[config.mk]
export PLATFORM = sky130hd
export DESIGN_NAME = mult_seq_controller
export DESIGN_NICKNAME = d
export VERILOG_FILES = /design/src/rtl/mult_pkg.sv /design/src/rtl/mult_seq_controller.sv
export SDC_FILE = /design/constraint.sdc
export NUM_CORES = 1
export LEC_CHECK = 0
export BUFFER_PORTS_ARGS = -buffer_cell sky130_fd_sc_hd__buf_2
export CAP_MARGIN = 20
export CORE_AREA = 5 5 42 44
export DETAILED_ROUTE_END_ITERATION = 10
export DIE_AREA = 0 0 47 49
export GPL_ROUTABILITY_DRIVEN = 0
export PLACE_DENSITY_LB_ADDON = 0.15
export SYNTH_ARGS = -nofsm -noshare
export SYNTH_HDL_FRONTEND = slang
export SYNTH_SLANG_ARGS = --single-unit
[constraint.sdc]
create_clock -name clk -period 1.4 [get_ports clk]
set_clock_uncertainty 0.15 [all_clocks]
set_input_delay 0.07 -clock clk [delete_from_list [all_inputs] [get_ports clk]]
set_output_delay 0.07 -clock clk [all_outputs]
set_load 0.01 [all_outputs]
[src/rtl/mult_pkg.sv]
`default_nettype none
// ============================================================================
// Module : mult_pkg
// Brief  : Shared types and constants for the 4-bit shift-add multiplier.
//          Holds the controller state encoding, the multiplier width and the
//          width of the bit index that walks the multiplier register.
// Rev    : 1.0  initial release
// ============================================================================
package mult_pkg;

  localparam int MULT_BITS = 4;
  localparam int IDX_W     = 2;

  typedef enum logic [2:0] {
    IDLE  = 3'd0,
    EVAL  = 3'd1,
    ADD   = 3'd2,
    SHIFT = 3'd3,
    DONE  = 3'd4
  } state_t;

endpackage : mult_pkg
`default_nettype wire

[src/rtl/mult_seq_controller.sv]
`default_nettype none
// ============================================================================
// Module : mult_seq_controller
// Brief  : Sequencer for the 4-bit shift-add multiplier datapath. Accepts a
//          start request, loads operands, then performs four add/shift pairs
//          (the add is skipped for zero bits when FIXED_LATENCY=0) and pulses
//          done for one cycle with the product held in the datapath.
// Ports  : clk      - system clock, rising edge
//          reset    - synchronous, active-high
//          start    - operation request, operands valid in the same cycle
//          ready    - high in IDLE and DONE, start accepted only then
//          busy     - high in EVAL, ADD and SHIFT
//          done     - one-cycle pulse, product valid
//          mr0..mr3 - datapath multiplier register bits
//          rsclear  - clear running sum
//          mrld     - load multiplier register
//          mdld     - load multiplicand register
//          rsload   - running sum += multiplicand
//          rsshr    - running sum >>= 1
// Rev    : 1.0  initial release
// ============================================================================
module mult_seq_controller
  import mult_pkg::*;
#(
  parameter bit FIXED_LATENCY = 1'b1
) (
  input  logic clk,
  input  logic reset,
  input  logic start,
  output logic ready,
  output logic busy,
  output logic done,
  input  logic mr0,
  input  logic mr1,
  input  logic mr2,
  input  logic mr3,
  output logic rsclear,
  output logic mrld,
  output logic mdld,
  output logic rsload,
  output logic rsshr
);

  state_t               state;
  state_t               state_nxt;
  logic [IDX_W-1:0]     idx;
  logic [IDX_W-1:0]     idx_nxt;
  logic [IDX_W-1:0]     idx_inc;
  logic [MULT_BITS-1:0] mr;

  localparam logic [IDX_W-1:0] LAST_IDX = IDX_W'(MULT_BITS - 1);

  assign mr      = {mr3, mr2, mr1, mr0};
  assign idx_inc = idx + 1'b1;

  always_ff @(posedge clk) begin
    if (reset) begin
      state <= IDLE;
      idx   <= '0;
    end else begin
      state <= state_nxt;
      idx   <= idx_nxt;
    end
  end

  always_comb begin
    state_nxt = state;
    idx_nxt   = idx;
    ready     = 1'b0;
    busy      = 1'b0;
    done      = 1'b0;
    rsclear   = 1'b0;
    mrld      = 1'b0;
    mdld      = 1'b0;
    rsload    = 1'b0;
    rsshr     = 1'b0;

    unique case (state)
      IDLE, DONE: begin
        ready = 1'b1;
        done  = (state == DONE);
        // Loads are Mealy on start so operands only need to be valid in the
        // accept cycle; this also allows a back-to-back start from DONE.
        if (start) begin
          rsclear   = 1'b1;
          mrld      = 1'b1;
          mdld      = 1'b1;
          idx_nxt   = '0;
          state_nxt = EVAL;
        end else begin
          state_nxt = IDLE;
        end
      end
      EVAL: begin
        // Multiplier register is valid from this cycle on; idx is 0 here.
        busy      = 1'b1;
        state_nxt = (FIXED_LATENCY || mr[idx]) ? ADD : SHIFT;
      end
      ADD: begin
        busy      = 1'b1;
        rsload    = mr[idx];
        state_nxt = SHIFT;
      end
      SHIFT: begin
        busy  = 1'b1;
        rsshr = 1'b1;
        if (idx == LAST_IDX) begin
          state_nxt = DONE;
        end else begin
          idx_nxt   = idx_inc;
          state_nxt = (FIXED_LATENCY || mr[idx_inc]) ? ADD : SHIFT;
        end
      end
      default: begin
        state_nxt = IDLE;
        idx_nxt   = '0;
      end
    endcase

    // While reset is held the datapath must see no activity and the status
    // outputs present the reset values, whatever the current state.
    if (reset) begin
      ready   = 1'b1;
      busy    = 1'b0;
      done    = 1'b0;
      rsclear = 1'b0;
      mrld    = 1'b0;
      mdld    = 1'b0;
      rsload  = 1'b0;
      rsshr   = 1'b0;
    end
  end

endmodule : mult_seq_controller
`default_nettype wire
; Yosys cells after proc, flatten, opt, wreduce, memory -nomap -nowiden
; Cells that the tools add are included.
[classes]
addsub = 1
mul = 0
div = 0
magnitude_cmp = 1
eq_ne = 7
n_shift = 0
n_mux = 21
n_bitwise = 1
reduce_logical = 5
[ops]
columns = op, n
row1 = $mux W1, 15
row2 = $pmux W3 S4, 1
row3 = $eq A3 B2 Y1 const B, 2
row4 = $pmux W2 S3, 1
row5 = $mux W2, 2
row6 = $ne A2 B2 Y1 const B, 2
row7 = $reduce_or A2 Y1, 2
row8 = $eq A3 B1 Y1 const B, 1
row9 = $eq A3 B3 Y1 const B, 1
row10 = $logic_not A3 Y1, 1
row11 = $lt A2 B3 Y1 const B, 1
row12 = $mux W3, 1
row13 = $reduce_and A3 Y1, 1
row14 = $reduce_or A3 Y1, 1
row15 = $add A2 B1 Y2 const B, 1
row16 = $bmux W1 S2, 1
row17 = $eq A2 B2 Y1 const B, 1
row18 = $not A1 Y1, 1
[word_totals]
ff_bits = 5
latchBits = 0
mem_bits_rw = 0
romBits = 0
inputBits = 7
output_inout_bits = 8
elab_cells = 38
n_memories = 0

; Logic depth before layout (Yosys ltp)
[depth]
word_depth = 4
mapped_depth = 4
ltp_nobuf = 4

; Worst setup path after synthesis
; OpenSTA, ideal clock, no wires.
[synth_path]
kind = register -> register
from = reg idx[0]
to = reg idx[1]
setup_time_ns = 0.060
t_arrival_ns = 1.149
required_ns = 1.190
setup_slack_ns = 0.041
path_stages_with_launch = 5
path_buffers = 0
period_less_slack_ns = 1.359
path_cell_list = dfxtp_1 -> ha_1 -> and2b_1 -> o21ai_0 -> a32o_1
[synth_between]
elab_chain_len = 3
elab_cells_between_ends = 6
cone_classes = add/sub: 1 / eq/ne: 2 / mux: 2 / reduce/logical: 1
[synth_rtl]
columns = element, line_no
row1 = "start, declared", mult_seq_controller.sv:46  ; logic [IDX_W-1:0] idx;
row2 = "start signal, assigned", mult_seq_controller.sv:62  ; idx <= idx_nxt;
row3 = $add A2 B1 Y2 or $eq A2 B2 Y1 (tied branches), "mult_seq_controller.sv:54, mult_seq_controller.sv:107"
row4 = $mux W2 or $ne A2 B2 Y1 (tied branches), n/a
row5 = $pmux W2 S3 or $reduce_and A3 Y1 (tied branches), n/a
; Several ways; a longest one is shown, not always the timed one. The select of a mux whose other input is x is not followed.
; A chain may end at the register's enable or synchronous reset.

; Worst setup path after layout
[layout_path]
from = reg idx[0]
to = out rsload
[layout_between]
elab_chain_len = 4
[layout_rtl]
columns = element, line_no
row1 = $bmux W1 S2, mult_seq_controller.sv:101  ; rsload = mr[idx];
row2 = $mux W1 (implied by the code), mult_seq_controller.sv:101
row3 = $mux W1, mult_seq_controller.sv:78  ; unique case (state)
row4 = $mux W1, mult_seq_controller.sv:122  ; if (reset) begin
row5 = "end, declared", mult_seq_controller.sv:40  ; output logic rsload,
; No other way between the ends. The select of a mux whose other input is x is not followed.

==> flow_summary.json <==
{
  "status": "complete, but fails checks",
  "violations": "negative setup slack",
  "ys_seq_area_frac": 0.319,
  "drc": 0,
  "drtIter0Drc": 6,
  "finalPower_uw": 399,
  "fp.dieArea_sq_mm": 0.00230,
  "cp.arrival_ps": 1350,
  "drtAntennaViolNets": 0,
  "crit_fanout": 2,
  "slowest_delay_ps": 480,
  "path_clk_slew_ps": 40,
  "drv_cap": 0,
  "vdd_drop_max_mv": 0.295,
  "critPathLaunchType": "flop",
  "synth_nets": 39,
  "cts_buffer_depth": 2,
  "syn2layout_area_growth_pct": 52.6,
  "slew-limit-headroom": 0.818,
  "yosysTopAreaCellShare": 0.319,
  "pwr-share-seq": 0.408,
  "drt_pre_antenna_iters": 4,
  "slowest_stage": "mux4_2",
  "synth_largest_area_cell": "dfxtp_1",
  "power.density_mw_per_mm2": 833,
  "num-fill-cells": 156,
  "dp_slack_ps": -2.14,
  "finalCriticalPeriod_ps": 1570,
  "hold_class": "input port to flop",
  "switchingPower_uw": 103,
  "switching_share": 0.259,
  "synth_area_per_cell_sq_um": 10.1,
  "grt_max_degree": 9,
  "ys_warn_count": 0,
  "worstSetupPathType": "flop to output port",
  "core_sq_mm": 0.00140,
  "worstSkewPairLatency_ps": 240,
  "p_leak_uw": 0.000217,
  "drive_above_1_share": 0.588,
  "num_rows": 14,
  "placed_area_sq_um": 404,
  "vias_per_cell": 4.76,
  "ys_top_cells_by_area": "dfxtp_1 32%, and2_1 8.0%, mux4_2 7.2%, and4bb_4 5.2%, nor3_1 4.8%",
  "synth_seq_cells": 5,
  "crit_path_end_kind": "output port",
  "final_hold_viol_count": 0,
  "start_util": 0.224,
  "die_w_microns": 47,
  "setup_viol": 1,
  "diodes": 0,
  "power.share.clock": 0.418,
  "ys_types": 20,
  "tightest_slew_ps": 273,
  "p_int_uw": 296,
  "wl_per_cell_microns": 11.1,
  "cp.required_ps": 1180,
  "syn_inst": 31,
  "rsz0062_at_grt": "yes",
  "fin_crit_sh": 1.12,
  "path_cells": "mux4_2 -> and4b_1 -> buf_2",
  "nets": 60,
  "whs_ps": 15.0,
  "grt.total_usage": 0.0754,
  "finalWirelength_microns": 743,
  "grt_pass1_vias": 295,
  "slew_viol_final": 0,
  "grt_overflow": 0,
  "fin_ws_ps": -173,
  "syn_area_sq_um": 314,
  "antenna_found_initial": 0,
  "routed-via-count": 319,
  "finish.utilization": 0.342,
  "ios": 15,
  "die_y_microns": 49,
  "grt_pass1_wl_mm": 1.20,
  "cts.sinks": 5,
  "combinationalPowerShare": 0.174,
  "clockRootBuffer": "clkbuf_4",
  "h-tree-depth": 1,
  "port_buffers": 14,
  "timing.fmax_ghz": 0.636,
  "cts_tree": "built",
  "design_area_sq_um": 479,
  "cts_made_buffers": 3
}
-- worst max-delay path, delay by kind of cell, from the launching register on --
kind,cells,cell delay (ps)
and+or+nand+nor,1,180
buffers and inverters,1,130
muxes,1,480
DFF,1,320
-- metrics by stage --
stage / TNS (ps) / cells
floorplan: 0 / 31
global route: -261 / 67
finish: -173 / 67
detailed placement: -2.14 / 61
CTS: -190 / 67
global placement: 0 / 61
-- routing by layer --
layer  GRT usage  vias up  share of wire
met5           0        -              0
met3      0.0332        5           0.10
met1      0.0793      146           0.39
met4      0.0691        0          0.048
li1            -      153              -
met2       0.106       15           0.46
-- cells by family after synthesis --
| family | Yosys count | synth area share |
|---|---|---|
| fa+ha+maj | 1 | 0.0398 |
| simple gates | 16 | 0.355 |
| mux | 2 | 0.104 |
| compound gates | 4 | 0.123 |
| flops | 5 | 0.319 |
| buf+inv | 3 | 0.0597 |
-- registers in the layout, summed over array words and instances, names as in the netlist --
signal	flops
state	3
idx	2
-- repair_timing --
item | in CTS | in global routing
setup endpoints to repair | 6 | 6
pin swaps | 2 | 1
gates cloned | 0 | 0
endpoints found under the hold margin | 1 | 0
hold buffers | 1 | 0
gates resized for setup | 5 | 4
setup buffers | 1 | 0
-- cell usage after synthesis (all sizes together) --
cell    n
a221oi  1
a31o    1
a32o    1
and2    4
and2b   1
and4b   1
and4bb  1
buf     2
dfxtp   5
ha      1
inv     1
mux2i   1
mux4    1
nand3   1
nor2    2
nor2b   1
nor3    3
nor3b   1
o21ai   1
or2     1
-- power groups by stage --
stage,logic [uW],registers (uW),clock network [uW]
finish,69.5,163,167
global route,76.4,164,186
CTS,67.3,161,175
detailed placement,61.8,162,0
global placement,60.9,162,0
floorplan,39.3,159,0
-- final timing paths --
kind | cells after the start | startpoint | end | slack [ps]
setup / recovery | 3 | idx[0]$_SDFFE_PP0P_ | rsload | -170
hold / removal | 3 | start | state[0]$_SDFF_PP0_ | 10
setup reg to reg | 5 | idx[0]$_SDFFE_PP0P_ | idx[1]$_SDFFE_PP0P_ | 40
hold reg to reg | 1 | state[0]$_SDFF_PP0_ | state[0]$_SDFF_PP0_ | 380
-- cell usage in the layout, fill, tap and decap left out, drive strengths merged --
cell type / n
nor2: 2
mux2i: 1
nor2b: 1
dfxtp: 5
a221oi: 1
inv: 1
or2: 1
and2b: 1
and4bb: 1
o21ai: 1
and4b: 1
a31o: 1
a32o: 1
nor3b: 1
ha: 1
dlygate4sd3: 1
buf: 17
clkbuf: 4
nand3: 1
mux4: 1
and2: 4
nor3: 3
-- final cells by class --
class | count | area [sq um] | share of cell area
inverter | 1 | 3.75 | 0.00783
timing repair buffer | 18 | 103 | 0.214
multi-input combinational | 23 | 223 | 0.465
clock buffer | 4 | 26.3 | 0.0548
tap | 16 | 20.0 | 0.0418
sequential | 5 | 104 | 0.217
Power figures use the tool's default switching activity.
